<file path="src/rtl/complex_div.sv">
// complex_div -- sequential signed complex divider.
//
// Computes (A1 + jA2) / (B1 + jB2) = N1/D + j(N2/D) with
//   N1 = A1*B1 + A2*B2,  N2 = A2*B1 - A1*B2,  D = B1*B1 + B2*B2
// using two restoring shift-subtract dividers running in parallel.
//
// FSM: IDLE -> SETUP (two cycles) -> DIV (ITER cycles) -> FIX -> DONE -> IDLE.
//      If D == 0, SETUP goes straight to DONE.
// Latency: start sampled at edge k gives done in the cycle after edge
//   k+ITER+3 when D != 0, or after edge k+2 when D == 0.
//
// Handshake: start is sampled only while busy is low (IDLE). The request
// is accepted at that edge and the operands are captured. busy then stays
// high until the FSM returns to IDLE. done pulses for one cycle, in the
// same cycle that Out1/Out2/DivByZero first show the new result.
//
// Ports:
//   clk        rising-edge clock
//   rst        synchronous active-high reset
//   start      division request (ignored while busy)
//   A1, A2     dividend real/imaginary, two's complement
//   B1, B2     divisor real/imaginary, two's complement
//   busy       high in every state except IDLE
//   done       one-cycle completion pulse
//   Out1, Out2 quotient real/imaginary, low NUMBER_SIZE bits (wrap-around)
//   DivByZero  last completed operation had a zero divisor
//
// Configuration macro COMPLEX_DIV_ROUND_EN: when defined, quotients round
// half away from zero. When not defined, quotients truncate toward zero.
module complex_div #(
  parameter int NUMBER_SIZE = 8
) (
  input  logic                   clk,
  input  logic                   rst,
  input  logic                   start,
  input  logic [NUMBER_SIZE-1:0] A1,
  input  logic [NUMBER_SIZE-1:0] A2,
  input  logic [NUMBER_SIZE-1:0] B1,
  input  logic [NUMBER_SIZE-1:0] B2,
  output logic                   busy,
  output logic                   done,
  output logic [NUMBER_SIZE-1:0] Out1,
  output logic [NUMBER_SIZE-1:0] Out2,
  output logic                   DivByZero
);

  localparam int N    = NUMBER_SIZE;
  localparam int W    = 2*N + 1;
  localparam int ITER = W;
  localparam int CW   = $clog2(ITER + 1);

  localparam logic [2:0] S_IDLE  = 3'd0;
  localparam logic [2:0] S_SETUP = 3'd1;
  localparam logic [2:0] S_DIV   = 3'd2;
  localparam logic [2:0] S_FIX   = 3'd3;
  localparam logic [2:0] S_DONE  = 3'd4;

  logic [2:0]    state_q, state_d;
  logic          setup_ph_q, setup_ph_d;
  logic [N-1:0]  a1_q, a1_d, a2_q, a2_d, b1_q, b1_d, b2_q, b2_d;
  logic [W-1:0]  n1_q, n1_d, n2_q, n2_d, d_q, d_d;
  logic          neg1_q, neg1_d, neg2_q, neg2_d;
  logic [W-1:0]  r1_q, r1_d, r2_q, r2_d, q1_q, q1_d, q2_q, q2_d;
  logic [CW-1:0] cnt_q, cnt_d;
  logic [N-1:0]  out1_q, out1_d, out2_q, out2_d;
  logic          dbz_q, dbz_d;

  // Sign-extend operands to W bits so the products and sums cannot overflow.
  logic signed [W-1:0] a1_x, a2_x, b1_x, b2_x;
  logic signed [W-1:0] n1_c, n2_c, d_c;
  assign a1_x = {{(W-N){a1_q[N-1]}}, a1_q};
  assign a2_x = {{(W-N){a2_q[N-1]}}, a2_q};
  assign b1_x = {{(W-N){b1_q[N-1]}}, b1_q};
  assign b2_x = {{(W-N){b2_q[N-1]}}, b2_q};
  assign n1_c = a1_x*b1_x + a2_x*b2_x;
  assign n2_c = a2_x*b1_x - a1_x*b2_x;
  assign d_c  = b1_x*b1_x + b2_x*b2_x;

  // One restoring step per divider. The remainder is always below D, so
  // the shifted remainder fits W+1 bits. The top bit of diff is the borrow.
  logic [W:0]   r1_sh, r2_sh, diff1, diff2;
  logic         ge1, ge2;
  assign r1_sh = {r1_q, q1_q[W-1]};
  assign r2_sh = {r2_q, q2_q[W-1]};
  assign diff1 = r1_sh - {1'b0, d_q};
  assign diff2 = r2_sh - {1'b0, d_q};
  assign ge1   = ~diff1[W];
  assign ge2   = ~diff2[W];

  // Only the low N quotient bits are kept. The upper bits wrap away.
  logic [N-1:0] mag1, mag2;
`ifdef COMPLEX_DIV_ROUND_EN
  logic rnd1, rnd2;
  assign rnd1 = ({r1_q, 1'b0} >= {1'b0, d_q});
  assign rnd2 = ({r2_q, 1'b0} >= {1'b0, d_q});
  assign mag1 = q1_q[N-1:0] + {{(N-1){1'b0}}, rnd1};
  assign mag2 = q2_q[N-1:0] + {{(N-1){1'b0}}, rnd2};
`else
  assign mag1 = q1_q[N-1:0];
  assign mag2 = q2_q[N-1:0];
`endif

  logic unused_q_hi;
  assign unused_q_hi = ^{q1_q[W-1:N], q2_q[W-1:N]};

  always_comb begin
    state_d    = state_q;
    setup_ph_d = setup_ph_q;
    a1_d = a1_q; a2_d = a2_q; b1_d = b1_q; b2_d = b2_q;
    n1_d = n1_q; n2_d = n2_q; d_d = d_q;
    neg1_d = neg1_q; neg2_d = neg2_q;
    r1_d = r1_q; r2_d = r2_q; q1_d = q1_q; q2_d = q2_q;
    cnt_d  = cnt_q;
    out1_d = out1_q; out2_d = out2_q; dbz_d = dbz_q;
    case (state_q)
      S_IDLE: begin
        if (start) begin
          a1_d = A1; a2_d = A2; b1_d = B1; b2_d = B2;
          setup_ph_d = 1'b0;
          state_d    = S_SETUP;
        end
      end
      S_SETUP: begin
        if (!setup_ph_q) begin
          // First cycle: register the products.
          n1_d = n1_c;
          n2_d = n2_c;
          d_d  = d_c;
          setup_ph_d = 1'b1;
        end else begin
          // Second cycle: check D for zero and load the magnitudes.
          setup_ph_d = 1'b0;
          if (d_q == '0) begin
            out1_d  = '0;
            out2_d  = '0;
            dbz_d   = 1'b1;
            state_d = S_DONE;
          end else begin
            neg1_d  = n1_q[W-1];
            neg2_d  = n2_q[W-1];
            q1_d    = n1_q[W-1] ? (~n1_q + 1'b1) : n1_q;
            q2_d    = n2_q[W-1] ? (~n2_q + 1'b1) : n2_q;
            r1_d    = '0;
            r2_d    = '0;
            cnt_d   = CW'(ITER - 1);
            state_d = S_DIV;
          end
        end
      end
      S_DIV: begin
        r1_d = ge1 ? diff1[W-1:0] : r1_sh[W-1:0];
        r2_d = ge2 ? diff2[W-1:0] : r2_sh[W-1:0];
        q1_d = {q1_q[W-2:0], ge1};
        q2_d = {q2_q[W-2:0], ge2};
        if (cnt_q == '0) state_d = S_FIX;
        else             cnt_d   = cnt_q - 1'b1;
      end
      S_FIX: begin
        out1_d  = neg1_q ? (~mag1 + 1'b1) : mag1;
        out2_d  = neg2_q ? (~mag2 + 1'b1) : mag2;
        dbz_d   = 1'b0;
        state_d = S_DONE;
      end
      S_DONE:  state_d = S_IDLE;
      default: state_d = S_IDLE;
    endcase
  end

  always_ff @(posedge clk) begin
    if (rst) begin
      state_q <= S_IDLE; setup_ph_q <= 1'b0;
      a1_q <= '0; a2_q <= '0; b1_q <= '0; b2_q <= '0;
      n1_q <= '0; n2_q <= '0; d_q <= '0;
      neg1_q <= 1'b0; neg2_q <= 1'b0;
      r1_q <= '0; r2_q <= '0; q1_q <= '0; q2_q <= '0;
      cnt_q <= '0;
      out1_q <= '0; out2_q <= '0; dbz_q <= 1'b0;
    end else begin
      state_q <= state_d; setup_ph_q <= setup_ph_d;
      a1_q <= a1_d; a2_q <= a2_d; b1_q <= b1_d; b2_q <= b2_d;
      n1_q <= n1_d; n2_q <= n2_d; d_q <= d_d;
      neg1_q <= neg1_d; neg2_q <= neg2_d;
      r1_q <= r1_d; r2_q <= r2_d; q1_q <= q1_d; q2_q <= q2_d;
      cnt_q <= cnt_d;
      out1_q <= out1_d; out2_q <= out2_d; dbz_q <= dbz_d;
    end
  end

  assign busy      = (state_q != S_IDLE);
  assign done      = (state_q == S_DONE);
  assign Out1      = out1_q;
  assign Out2      = out2_q;
  assign DivByZero = dbz_q;

endmodule

</file>
<file path="config.mk">
export PLATFORM = sky130hd
export DESIGN_NAME = complex_div
export DESIGN_NICKNAME = d
export VERILOG_FILES = /design/src/rtl/complex_div.sv
export SDC_FILE = /design/constraint.sdc
export NUM_CORES = 1
export LEC_CHECK = 0
export ABC_AREA = 1
export BUFFER_PORTS_ARGS = -buffer_cell sky130_fd_sc_hd__buf_2
export CAP_MARGIN = 20
export CORE_UTILIZATION = 40
export DETAILED_ROUTE_END_ITERATION = 8
export GPL_TIMING_DRIVEN = 0
export SLEW_MARGIN = 20
export SYNTH_ARGS = -nofsm -noshare
export SYNTH_HDL_FRONTEND = slang
export SYNTH_SLANG_ARGS = --single-unit
</file>
<file path="constraint.sdc">
create_clock -name clk -period 17.3 [get_ports clk]
set_input_delay 2.595 -clock clk [delete_from_list [all_inputs] [get_ports clk]]
set_output_delay 2.595 -clock clk [all_outputs]
set_load 0.005 [all_outputs]
</file>
==> flow_metrics.tcl, run 1 <==
set metrics [dict create \
    status "finished clean" \
    fp.dieW_um 262 \
    fp.dieArea_um2 68500 \
    tightest_slew_ns 1.09 \
    min_path_cells 2 \
    slew_headroom_pct 27.0 \
    drtAntennaViolNets 0 \
    reg2reg_depth 22 \
    synth-async-reset-ratio_pct 0 \
    synthesis.area_um2 27000 \
    root_buffer "clkbuf_16" \
    cts_made_buffers 17 \
    clockBufferDepth 2 \
    r2r_end "n1_q[14]" \
    timing.fmax_mhz 147 \
    hold_class "flip-flop to flip-flop" \
    setup_tns_ns 0 \
    antenna_found_initial 1 \
    setup.worst_path.end_class "flip-flop" \
    synth-main-ff-cell "dfxtp_1" \
    vias_per_cell 4.94 \
    grt_usage_pct 23.6 \
    dr.pass1.iters 5 \
    required_ns 17.73 \
    final_cell_mix "inv_1, nand2_1, fa_1" \
    final.min_clock_period_ns 6.80 \
    ys_seq_elements 179 \
    worstPathArrival_ns 7.23 \
    drive_above_1_share_pct 5.09 \
    cts_resized 0 \
    nets 4381 \
    critPathMaxFanout 10 \
    area_growth_pct 7.17 \
    ys_warn_count 0 \
    ctsHoldBuffers 0 \
    ctsHtreeMaxLevel 4 \
    grt_first_pass_wirelength_um 123000 \
    crit_type "flip-flop to flip-flop" \
    cts_setup_buffers 0 \
    ys_seq_area_share_pct 13.3 \
    hold_viol_final 0 \
    syn-instance-count 3668 \
    portBuffers 53 \
    vias 22800 \
    route.detailed.wl_per_inst_um 16.9 \
    holdPathEnd "Out2[3]" \
    synth_edf_count 0 \
    crit_path_start_kind "flip-flop" \
    drv_slew 0 \
    avgSynthCellArea_um2 7.35 \
    std_cell_rows 94 \
    cts.sinks 179 \
    route.detailed.drc 0 \
    fin_crit_sh_pct 39.3 \
    grt_max_degree 19 \
    worst-r2r-setup-slack_ns 10.50 \
    cap_violations 0 \
    syn_nets 4309 \
    rsz0062_at_grt "no" \
    synth_cell_types 48 \
    start_util_pct 40.7 \
    grt_pass1_vias 22100 \
    tritoncts "yes" \
    routed_wl_um 78100 \
    skew_ns 0.0131 \
    finalSetupViolCount 0 \
    final_common_cell "inv_1" \
    design.core.area_um2 66200 \
    r2r_start "b2_q[0]" \
    ioPinCount 54 \
    clk_pin_slew_ns 0.08 \
    fill_cells 6948 \
    gp_congestion 0.944 \
    diodes 0 \
    place_hpwl_um 63700 \
    hold_start "Out2[3]" \
    drt-initial-drc-count 1980 \
    die_h_um 262 \
    clk_latency_ns 0.48 \
    setup.worst_path.start "b2_q[0]" \
    grt_overflow 0 \
]
-- cells by family (layout without fill, tap and decap cells) --
kind of cell,Yosys count,in the layout,synth area share [%]
xor gates and xnor gates,75,75,2.43
adders and majority gates,606,606,39.3
DFF,179,179,13.3
and+or+nand+nor,1335,1335,21.7
AOI/OAI and AO/OA,405,405,8.09
buffers and inverters,1068,1153,15.2
-- cells in the mapped netlist, types with 10 or more instances --
| cell | number | area share, % |
|---|---|---|
| xor2_1 | 40 | 1.3 |
| dfxtp_1 | 179 | 13 |
| a21oi_1 | 226 | 4.2 |
| nor2_1 | 178 | 2.5 |
| nand3_2 | 24 | 0.89 |
| o211ai_1 | 13 | 0.36 |
| fa_1 | 402 | 30 |
| nand2_2 | 16 | 0.37 |
| a211oi_1 | 10 | 0.28 |
| o21bai_1 | 11 | 0.31 |
| nand4_1 | 15 | 0.35 |
| nand2_1 | 805 | 11 |
| xnor2_1 | 35 | 1.1 |
| clkbuf_1 | 117 | 1.6 |
| inv_1 | 912 | 13 |
| nand3b_1 | 23 | 0.64 |
| ha_1 | 204 | 9.5 |
| buf_2 | 15 | 0.28 |
| nor3_1 | 31 | 0.58 |
| nand3_1 | 205 | 3.8 |
| o21ai_0 | 122 | 2.3 |
-- flip-flops by register name (all words and copies together), names as in the netlist, 8 cells and up --
| name | cells |
|---|---|
| Out1 | 8 |
| Out2 | 8 |
| a1_q | 8 |
| a2_q | 8 |
| b1_q | 8 |
| b2_q | 8 |
| d_q | 17 |
| n1_q | 17 |
| n2_q | 17 |
| q1_q | 17 |
| q2_q | 17 |
| r1_q | 17 |
| r2_q | 17 |
-- through the flow --
| stage | hold slack [ns] | setup slack [ns] | util (%) | instances | cell area, µm² |
|---|---|---|---|---|---|
| floorplan | 0.444 | 11.84 | - | 3668 | 27000 |
| global placement | 0.448 | 10.65 | 42.8 | 4585 | 28300 |
| detailed placement | 0.451 | 10.58 | 42.8 | 4585 | 28300 |
| CTS | 0.462 | 10.56 | 43.7 | 4617 | 28900 |
| global route | 0.477 | 10.23 | 43.7 | 4617 | 28900 |
| finish | 0.461 | 10.50 | 43.7 | 4617 | 28900 |
-- worst max-delay path by stage --
stage,endpoint,slack [ns]
6_report,n1_q[14],10.50
4_1_cts,n1_q[14],10.56
5_1_grt,n1_q[14],10.23
3_3_place_gp,n1_q[14],10.65
2_1_floorplan,n1_q[12],11.84
3_5_place_dp,n1_q[14],10.58
-- per-layer routing --
metal | track usage (%) | wire length, µm | vias to the layer above
met3 | 4.06 | 6150 | 81
met2 | 37.3 | 34700 | 707
li1 | - | - | 11100
met1 | 33.5 | 35600 | 10900
met4 | 5.81 | 1670 | 0
met5 | 0 | 0 | -
-- worst max-delay path: stages, from the launching register on --
cell and delay [ns]:
dfxtp_1 0.33, clkbuf_1 0.42, clkbuf_1 0.61, nand2_1 0.21
inv_1 0.39, fa_1 0.52, fa_1 0.49, fa_1 0.60
fa_1 0.45, fa_1 0.49, inv_1 0.05, fa_1 0.47
inv_1 0.04, ha_1 0.38, a21oi_1 0.25, inv_1 0.07
o21ai_0 0.17, nand3_1 0.10, nand2_1 0.08, inv_1 0.04
o21ai_0 0.36, o211ai_1 0.15, inv_1 0.07
-- final cells by class --
cell class	count	area [µm²]	area share, %
buffer	147	649	2.25
timing repair buffer	53	265	0.917
clock buffer	18	429	1.48
inverter	921	3460	12.0
tap	864	1080	3.74
multi-input combinational	2421	19300	66.7
sequential	179	3580	12.4
clock inverter	14	160	0.554
Power of run 1 is left out: the tool's default activity adds up to more than one toggle a clock period on the data nets, which glitch-free logic cannot reach.
==> inputs of run 2 (changes only) <==
==> constraint.sdc (replaced) <==
create_clock -name clk -period 6.41 [get_ports clk]
set_input_delay 0.9615 -clock clk [delete_from_list [all_inputs] [get_ports clk]]
set_output_delay 0.9615 -clock clk [all_outputs]
set_load 0.005 [all_outputs]
==> flow_metrics.tcl, run 2 (same netlist as run 1, synthesis figures left out) <==
set metrics [dict create \
    drtAntennaViolNets 0 \
    start_util_pct 40.7 \
    status "finished clean" \
    r2r_end "n1_q[14]" \
    die_h_um 262 \
    top_usage_layer "met2" \
    nets 4376 \
    grt_pass1_vias 22100 \
    fp.dieW_um 262 \
    r2r_start "b2_q[0]" \
    cts.sinks 179 \
    drv_slew 0 \
    final_cell_mix "inv_1, nand2_1, fa_1" \
    final.min_clock_period_ns 6.26 \
    dr.pass1.iters 5 \
    cts_made_buffers 17 \
    route.detailed.drc 0 \
    hold_class "flip-flop to flip-flop" \
    vias 22800 \
    design.core.area_um2 66200 \
    std_cell_rows 94 \
    clk_latency_ns 0.49 \
    clockBufferDepth 2 \
    tritoncts "yes" \
    grt_util_met2_pct 37.3 \
    placed_cells 4585 \
    slew_headroom_pct 28.2 \
    grt_overflow 0 \
    grt_usage_pct 23.6 \
    final_common_cell "inv_1" \
    diodes 0 \
    root_buffer "clkbuf_16" \
    hold_viol_final 0 \
    routed_wl_um 78200 \
    skew_ns 0.0121 \
    area_growth_pct 7.38 \
    fp.dieArea_um2 68500 \
    place_hpwl_um 63700 \
    route.detailed.wl_per_inst_um 16.9 \
    crit_path_start_kind "flip-flop" \
    hold_start "Out2[4]" \
    fill_cells 6932 \
    worstPathArrival_ns 6.69 \
    drive_above_1_share_pct 6.38 \
    fin_cells 4612 \
    setup.worst_path.end_class "flip-flop" \
    tightest_slew_ns 1.08 \
    fin_crit_sh_pct 97.7 \
    hold_ws_ns 0.462 \
    ioPinCount 54 \
    grt_first_pass_wirelength_um 123000 \
    worst-r2r-setup-slack_ns 0.15 \
    holdPathEnd "Out2[4]" \
    min_path_cells 2 \
    timing.fmax_mhz 160 \
    grt_max_degree 19 \
    required_ns 6.84 \
    portBuffers 53 \
    gp_congestion 0.944 \
    ctsHtreeMaxLevel 4 \
    grtUsageMet3_pct 4.06 \
    use_met1_pct 33.5 \
    cap_violations 0 \
    reg2reg_depth 22 \
    finalSetupViolCount 0 \
    clk_pin_slew_ns 0.07 \
    critPathMaxFanout 10 \
    antenna_found_initial 1 \
    drt-initial-drc-count 1957 \
    crit_type "flip-flop to flip-flop" \
    vias_per_cell 4.95 \
]
-- run 2: changes by cell type in the layout (fill, tap and decap cells not counted), moves of 3 or more --
cell | before | now
clkbuf_2 | 0 | 39
dfxtp_1 | 179 | 176
clkbuf_1 | 118 | 70
buf_4 | 7 | 10
dfxtp_2 | 0 | 3
-- run 2: metrics by stage --
step | util, % | instance area, µm² | TNS [ns] | setup slack, ns
after floorplan | - | 27000 | 0 | 0.951
after global placement | 42.8 | 28300 | -1.34 | -0.242
after detailed placement | 42.8 | 28300 | -1.61 | -0.308
after CTS | 43.7 | 28900 | 0 | 0.00624
after global routing | 43.7 | 29000 | -0.00490 | -0.00490
final | 43.7 | 29000 | 0 | 0.146
-- run 2: timing repair --
action,4_1_cts,5_1_grt
endpoints found under the setup margin,16,21
hold buffers,0,0
gates resized for setup,14,68
buffers inserted,0,2
-- run 2: worst max-delay path by stage --
stage	start	endpoint	slack, ns	cells past startpoint
floorplan	b2_q[0]	n1_q[12]	0.95	21
global placement	b2_q[0]	n1_q[14]	-0.24	22
detailed placement	b2_q[0]	n1_q[14]	-0.31	22
CTS	b2_q[1]	n2_q[16]	0.006	26
global route	b2_q[0]	n1_q[14]	-0.005	22
finish	b2_q[0]	n1_q[14]	0.15	22
-- run 2: per-layer routing --
metal / up-vias / wire (µm)
li1: 11100 / -
met2: 713 / 34600
met4: 0 / 1800
met1: 10900 / 35700
met5: - / 0
met3: 94 / 6010
-- run 2: layout make-up --
class | instances | area [µm²] | share of cell area, %
buffer | 140 | 679 | 2.35
clock buffer | 18 | 429 | 1.48
clock inverter | 14 | 160 | 0.553
inverter | 921 | 3460 | 11.9
multi-input combinational | 2421 | 19300 | 66.6
sequential | 179 | 3590 | 12.4
tap | 864 | 1080 | 3.73
timing repair buffer | 55 | 280 | 0.967
-- run 2: critical path: stages (launching register included) --
cell and delay [ns]:
dfxtp_1 0.31, clkbuf_2 0.21, clkbuf_2 0.31, nand2_1 0.22, clkinvlp_4 0.26, buf_4 0.21, fa_1 0.41, fa_1 0.52
fa_1 0.59, fa_1 0.44, fa_1 0.50, inv_1 0.05, fa_1 0.47, inv_1 0.05, ha_1 0.39, a21o_1 0.27
a21oi_1 0.20, nand3_1 0.12, nand2_1 0.08, inv_1 0.04, o21ai_0 0.33, o211ai_1 0.14, inv_1 0.07
Power of run 2 is left out for the same reason.
